`config.mk`:
```
export PLATFORM = sky130hd
export DESIGN_NAME = dmem_arbiter
export DESIGN_NICKNAME = d
export VERILOG_FILES = /design/src/rtl/dmem_arbiter.sv
export SDC_FILE = /design/constraint.sdc
export NUM_CORES = 1
export LEC_CHECK = 0
export BUFFER_PORTS_ARGS = -buffer_cell sky130_fd_sc_hd__buf_2
export CAP_MARGIN = 40
export CORE_AREA = 2 2 92 94
export DETAILED_ROUTE_END_ITERATION = 10
export DIE_AREA = 0 0 94 96
export GPL_ROUTABILITY_DRIVEN = 0
export PLACE_DENSITY = 0.58
export SKIP_LAST_GASP = 1
export SLEW_MARGIN = 5
export SYNTH_ARGS = -nofsm -noshare
export SYNTH_HDL_FRONTEND = slang
export SYNTH_SLANG_ARGS = --single-unit
```
`constraint.sdc`:
```
create_clock -name clk -period 2.6 [get_ports clk]
set_input_delay 0.65 -clock clk [delete_from_list [all_inputs] [get_ports clk]]
set_output_delay 0.65 -clock clk [all_outputs]
set_load 0.1 [all_outputs]
```
`src/rtl/dmem_arbiter.sv`:
```
// rtl/dmem_arbiter.sv - two-port data-memory arbiter (core vs loader) onto one synchronous RAM port
// Round-robin with a bounded loader bus lock; read data returns one cycle after grant.
module dmem_arbiter (
  input  logic        clk,
  input  logic        nrst,
  input  logic        c_req,
  input  logic [7:0]  c_addr,
  input  logic [31:0] c_wdata,
  input  logic [3:0]  c_wr,
  output logic        c_gnt,
  output logic        c_rvalid,
  output logic [31:0] c_rdata,
  input  logic        l_req,
  input  logic        l_lock,
  input  logic [7:0]  l_addr,
  input  logic [31:0] l_wdata,
  input  logic [3:0]  l_wr,
  output logic        l_gnt,
  output logic        l_rvalid,
  output logic [31:0] l_rdata,
  output logic        m_en,
  output logic [7:0]  m_addr,
  output logic [31:0] m_wdata,
  output logic [3:0]  m_wr,
  input  logic [31:0] m_rdata,
  output logic        stall
);

  localparam logic [3:0] LOCK_MAX = 4'd15;

  logic       last_gnt_q, last_gnt_d;
  logic [3:0] lock_cnt_q, lock_cnt_d;
  logic       l_won_q, l_won_d;
  logic       c_rv_q, c_rv_d;
  logic       l_rv_q, l_rv_d;
  logic       lock_expired;
  logic       lock_hold;

  always_ff @(posedge clk or negedge nrst) begin
    if (!nrst) begin
      last_gnt_q <= 1'b1;
      lock_cnt_q <= 4'd0;
      l_won_q    <= 1'b0;
      c_rv_q     <= 1'b0;
      l_rv_q     <= 1'b0;
    end else begin
      last_gnt_q <= last_gnt_d;
      lock_cnt_q <= lock_cnt_d;
      l_won_q    <= l_won_d;
      c_rv_q     <= c_rv_d;
      l_rv_q     <= l_rv_d;
    end
  end

  // Lock only extends an unbroken loader ownership; after 15 locked grants the core gets through.
  always_comb begin
    c_gnt        = 1'b0;
    l_gnt        = 1'b0;
    lock_expired = (lock_cnt_q == LOCK_MAX);
    lock_hold    = l_lock & l_won_q & ~lock_expired;
    if (nrst) begin
      if (c_req && l_req) begin
        if (lock_hold) begin
          l_gnt = 1'b1;
        end else if (lock_expired || last_gnt_q) begin
          c_gnt = 1'b1;
        end else begin
          l_gnt = 1'b1;
        end
      end else begin
        c_gnt = c_req;
        l_gnt = l_req;
      end
    end
  end

  always_comb begin
    last_gnt_d = last_gnt_q;
    lock_cnt_d = 4'd0;
    l_won_d    = l_gnt;
    c_rv_d     = c_gnt & ~(|c_wr);
    l_rv_d     = l_gnt & ~(|l_wr);
    if (c_gnt) begin
      last_gnt_d = 1'b0;
    end else if (l_gnt) begin
      last_gnt_d = 1'b1;
    end
    if (l_gnt && l_lock) begin
      lock_cnt_d = lock_expired ? LOCK_MAX : lock_cnt_q + 4'd1;
    end
  end

  always_comb begin
    m_en    = c_gnt | l_gnt;
    m_addr  = 8'd0;
    m_wdata = 32'd0;
    m_wr    = 4'd0;
    if (c_gnt) begin
      m_addr  = c_addr;
      m_wdata = c_wdata;
      m_wr    = c_wr;
    end else if (l_gnt) begin
      m_addr  = l_addr;
      m_wdata = l_wdata;
      m_wr    = l_wr;
    end
  end

  assign stall    = nrst & c_req & ~c_gnt;
  assign c_rvalid = c_rv_q;
  assign l_rvalid = l_rv_q;
  assign c_rdata  = c_rv_q ? m_rdata : 32'd0;
  assign l_rdata  = l_rv_q ? m_rdata : 32'd0;

endmodule
```
### Word-level counts from Yosys, hierarchy flattened

Cells that the tools add are included.

| operators by class | value |
|---|---|
| bitwise logic cells | 11 |
| reductions and logical operators | 6 |
| equality and inequality tests | 1 |
| muxes and demuxes | 20 |
| add/sub/neg operators | 1 |

Operators by type and width:

| cell | count |
|---|---|
| 32-bit 2-to-1 mux | 4 |
| 4-bit 2-to-1 mux | 4 |
| 8-bit 2-to-1 mux | 2 |
| 1-bit 2-to-1 mux | 10 |
| 4-bit OR reduction | 2 |
| 1-bit bitwise AND | 6 |
| 4-bit by 1-bit adder with 4-bit output (second input constant) | 1 |
| 4-bit equality test (second input constant) | 1 |
| 1-bit NOT | 4 |
| 1-bit logical AND | 2 |
| 2-bit nonzero test | 1 |
| 1-bit logical OR | 1 |
| 1-bit OR | 1 |

| word-level totals | value |
|---|---|
| input bits | 125 |
| register bits | 8 |
| logic and storage cells | 44 |
| output and inout port bits | 114 |

### Depth between registers and ports, before layout

| depth | value |
|---|---|
| word-level depth | 8 |
| depth in mapped cells | 5 |
| depth with buffers taken out | 4 |

### Worst setup path before layout

OpenSTA, ideal clock, no wires.

| timing | value |
|---|---|
| kind | input to output |
| start | in l_lock |
| end | out m_addr[0] |
| path buffers | 1 |
| path slack | -0.574 ns |
| required time | 1.950 ns |
| stages | 4 |
| arrival time | 2.524 ns |
| path through | a21bo_2 a31oi_4 buf_2 a22o_1 |

RTL lines:

| element | line | source |
|---|---|---|
| start, declared | 14 | `input logic l_lock,` |
| 1-bit bitwise AND (2 in series) | 60 | `lock_hold = l_lock & l_won_q & ~lock_expired;` |
| 1-bit 2-to-1 mux | 63 | `if (lock_hold) begin` |
| 1-bit 2-to-1 mux | 62 | `if (c_req && l_req) begin` |
| 1-bit 2-to-1 mux | 61 | `if (nrst) begin` |
| via c_gnt | 10 | `output logic c_gnt,` |
| 8-bit 2-to-1 mux | 98 | `if (c_gnt) begin` |
| end, declared | 22 | `output logic [7:0] m_addr,` |

The timed path passes the listed nets, and every way through them passes these cells.

### Worst setup path in the final report

| timing | value |
|---|---|
| start | reg lock_cnt_q[1] |
| end | out m_wdata[3] |

| between the ends | value |
|---|---|
| cells in the longest elaborated chain, start to end | 8 |

Ends and longest elaborated chain:

| element | line | source |
|---|---|---|
| start, declared | 32 | `logic [3:0] lock_cnt_q, lock_cnt_d;` |
| start signal, assigned | 48 | `lock_cnt_q <= lock_cnt_d;` |
| 4-bit equality test * | 59 | `lock_expired = (lock_cnt_q == LOCK_MAX);` |
| 1-bit logical OR or 1-bit NOT (tied branches) | 65, 60 |  |
| 1-bit 2-to-1 mux or 1-bit bitwise AND (tied branches) | 65, 60 |  |
| 1-bit 2-to-1 mux | 63 |  |
| 1-bit 2-to-1 mux | 62 |  |
| 1-bit 2-to-1 mux | 61 |  |
| 32-bit 2-to-1 mux | 102 | `end else if (l_gnt) begin` |
| 32-bit 2-to-1 mux * | 98 |  |
| end, declared | 23 | `output logic [31:0] m_wdata,` |

Every way passes the cells marked *; elsewhere a longest branch is shown, timed or not.

==> metrics.yaml <==
final_core_utilization_pct: 46.2
tritoncts: "yes"
synth.lib_cells_used.distinct: 27
initial_utilization_pct: 16.3
p_per_area_nw_per_um2: 351
fin_hold_ws_ps: 384
grt_pass1_wl_mm: 9.62
post_drt_wl_per_cell_um: 14.9
post_synth_instance_area_um2: 1310
worst_setup_path_end_kind: "output pin"
setup-violations-final: 42
total_cts_buffers: 3
critical-path-top-cell-by-count: "sky130_fd_sc_hd__buf_12"
unrepaired_setup_endpoints_after_global_routing: "true"
nets: 529
fillers: 766
wirelength_mm: 7.53
drtIter0Drc: 47
finish.instance_area_um2: 3720
final.setup.worst_slack_ps: -59.2
gr_ovfl_total: 0
cts-htree-levels: 1
final_hold_viol_count: 0
drive_gt1_share_pct: 93.0
route.detailed.drc: 0
firstDrtPassIters: 4
drv_cap: 0
fmax_mhz: 376
startpoint: "lock_cnt_q[1]"
flow.area_growth_from_synthesis_pct: 183
timing.critical_path.slowest_cell_delay_ps: 410
dieArea_um2: 9020
most_common_cell_after_layout_fill_and_taps_aside: "sky130_fd_sc_hd__buf_2"
failing_checks: "negative setup slack"
number_of_global_route_vias_before_repair: 1878
via_per_inst: 4.36
max_slew_margin_pct: 67.0
grt_util_all_layers_pct: 13.5
clock_insertion_delay_worst_skew_ps: 240
route.antenna.remaining_nets: 0
depth_of_the_most_critical_reg_to_reg_path: 7
placement.cell_area_um2: 3480
r2r-end: "lock_cnt_q[1]"
result_of_the_run: "complete, but fails checks"
yosysWarnings: 0
final_max_slew_viol_count: 0
ys_seq_area_share_pct: 15.3
critPathKind: "register to output pin"
placeable_core_region_um2: 8050
leakagePower_nw: 2.06
reg2reg_setup_slack_ps: 840
crit_arrival_ps: 2010
post_synthesis_sequential_element_count: 8
placement_rows: 33
cts-root-buf: "sky130_fd_sc_hd__clkbuf_8"
dieWidth_um: 94
worst_ir_drop_vdd_v: 0.000365
layout_common_cells: "sky130_fd_sc_hd__buf_2 (192), sky130_fd_sc_hd__and2_2 (61), sky130_fd_sc_hd__buf_12 (48), sky130_fd_sc_hd__a22o_2 (36), sky130_fd_sc_hd__a22o_4 (8)"
clkTransAtPathRegs_ps: 40
clockBufferDepth: 2
cts_hold_buf: 0
crit_path_start_kind: "register"
timing.critical_path.cells: "ha_4, and4_4, a311oi_4, buf_6, buf_12, a22o_2, buf_12"
syn_nets: 284
numPortBuffers: 238
antenna-diode-count: 0
boundaryPins: 239
timing.hold.worst.class: "input pin to asynchronous set/reset pin"
antenna_violations_before_repair: 0
period_share_pct: 102
critical_path.slowest_cell: "sky130_fd_sc_hd__dfrtp_1"
dp.final_hpwl_mm: 6.06
regToRegStartpoint: "lock_cnt_q[1]"
total_power_mw: 1.31
number_of_instances_in_the_synthesized_netlist: 158
synth.avg_cell_area_um2: 8.31
cts.sink_count: 8
critPathRequiredTime_ps: 1950
maximum_number_of_pins_on_one_net_before_global_route_repair: 47
worstPathMaxFanout: 10
detailedPlace.worstSlack_ps: -19.9
worst-slew-pin-transition_ps: 498
dr_total_vias: 2211
fin_worst_skew_ps: 6.20
timing.final.crit_period_ps: 2660
die_h_um: 96
critical path, delay by kind of cell (launching register included):
kind            cells  cell delay (ps)
fa+ha+maj           1              190
simple gates        1              180
buf+inv             3              500
compound gates      2              480
flops               1              410
power breakdown:
group | internal [mW] | total, mW | switching [mW]
clock network | 0.107 | 0.160 | 0.0537
logic | 0.387 | 1.01 | 0.622
registers | 0.131 | 0.136 | 0.00419
cell families after synthesis:
kind of cell,synth area share [%]
adder cells (fa/ha/maj),0.953
buffers and inverters,7.53
flip-flops,15.3
AND/OR/NAND/NOR,39.1
AO/OA/AOI/OAI,37.1
cell usage after synthesis, drive strengths merged:
| master | instances | area, um^2 |
|---|---|---|
| dfrtp | 7 | 175 |
| dfstp | 1 | 26.3 |
| a21oi | 1 | 5.00 |
| o21a | 1 | 7.51 |
| ha | 1 | 12.5 |
| a31oi | 2 | 27.5 |
| and2 | 66 | 414 |
| clkbuf | 6 | 22.5 |
| and4 | 1 | 11.3 |
| nand2 | 4 | 15.0 |
| a21bo | 1 | 10.0 |
| a311oi | 1 | 26.3 |
| nor4 | 2 | 12.5 |
| nand3 | 2 | 10.0 |
| nand2b | 1 | 6.26 |
| a21o | 1 | 8.76 |
| buf | 9 | 76.3 |
| o2111a | 1 | 11.3 |
| a22o | 44 | 390 |
| and3 | 3 | 22.5 |
| and4b | 1 | 10.0 |
| nor2 | 1 | 3.75 |
| nand3b | 1 | 7.51 |
registers in the layout, summed over array words and instances (netlist names):
| name | count |
|---|---|
| lock_cnt_q | 4 |
| c_rvalid | 1 |
| l_rvalid | 1 |
| l_won_q | 1 |
| last_gnt_q | 1 |
area by class of cell:
| cell class | instances | area, um^2 | area share, % |
|---|---|---|---|
| multi-input cells | 135 | 1210 | 32.6 |
| clock buffers | 4 | 45.0 | 1.21 |
| repair buffers | 255 | 2130 | 57.2 |
| well taps | 105 | 131 | 3.54 |
| flip-flops and latches | 8 | 201 | 5.42 |
per-layer routing:
layer / part of all wire (%) / GRT usage [%] / wire [um] / vias up
met1: 36 / 15.8 / 2720 / 1011
li1: - / - / - / 1070
met2: 55 / 25.7 / 4160 / 117
met3: 7.7 / 2.66 / 583 / 13
met4: 0.89 / 2.54 / 67 / 0
met5: 0 / 0 / 0 / -
stage by stage:
| stage | instances | setup TNS [ps] |
|---|---|---|
| 6_report | 507 | -1530 |
| 5_1_grt | 507 | -4550 |
| 4_1_cts | 501 | -582 |
| 3_5_place_dp | 493 | -175 |
| 3_3_place_gp | 493 | 0 |
| 2_1_floorplan | 158 | -133 |
what timing repair did:
item / CTS / global route
pin swaps: 2 / 2
setup buffers: 3 / 2
setup endpoints to repair: 45 / 45
cloned: 1 / 4
resized for setup: 4 / 4
worst max path at each step:
stage and end:
2_1_floorplan m_wdata[30], 3_3_place_gp m_wdata[12], 3_5_place_dp m_wdata[3], 4_1_cts m_wdata[5], 5_1_grt m_wdata[16], 6_report m_wdata[3]
Power figures use the tool's default switching activity.
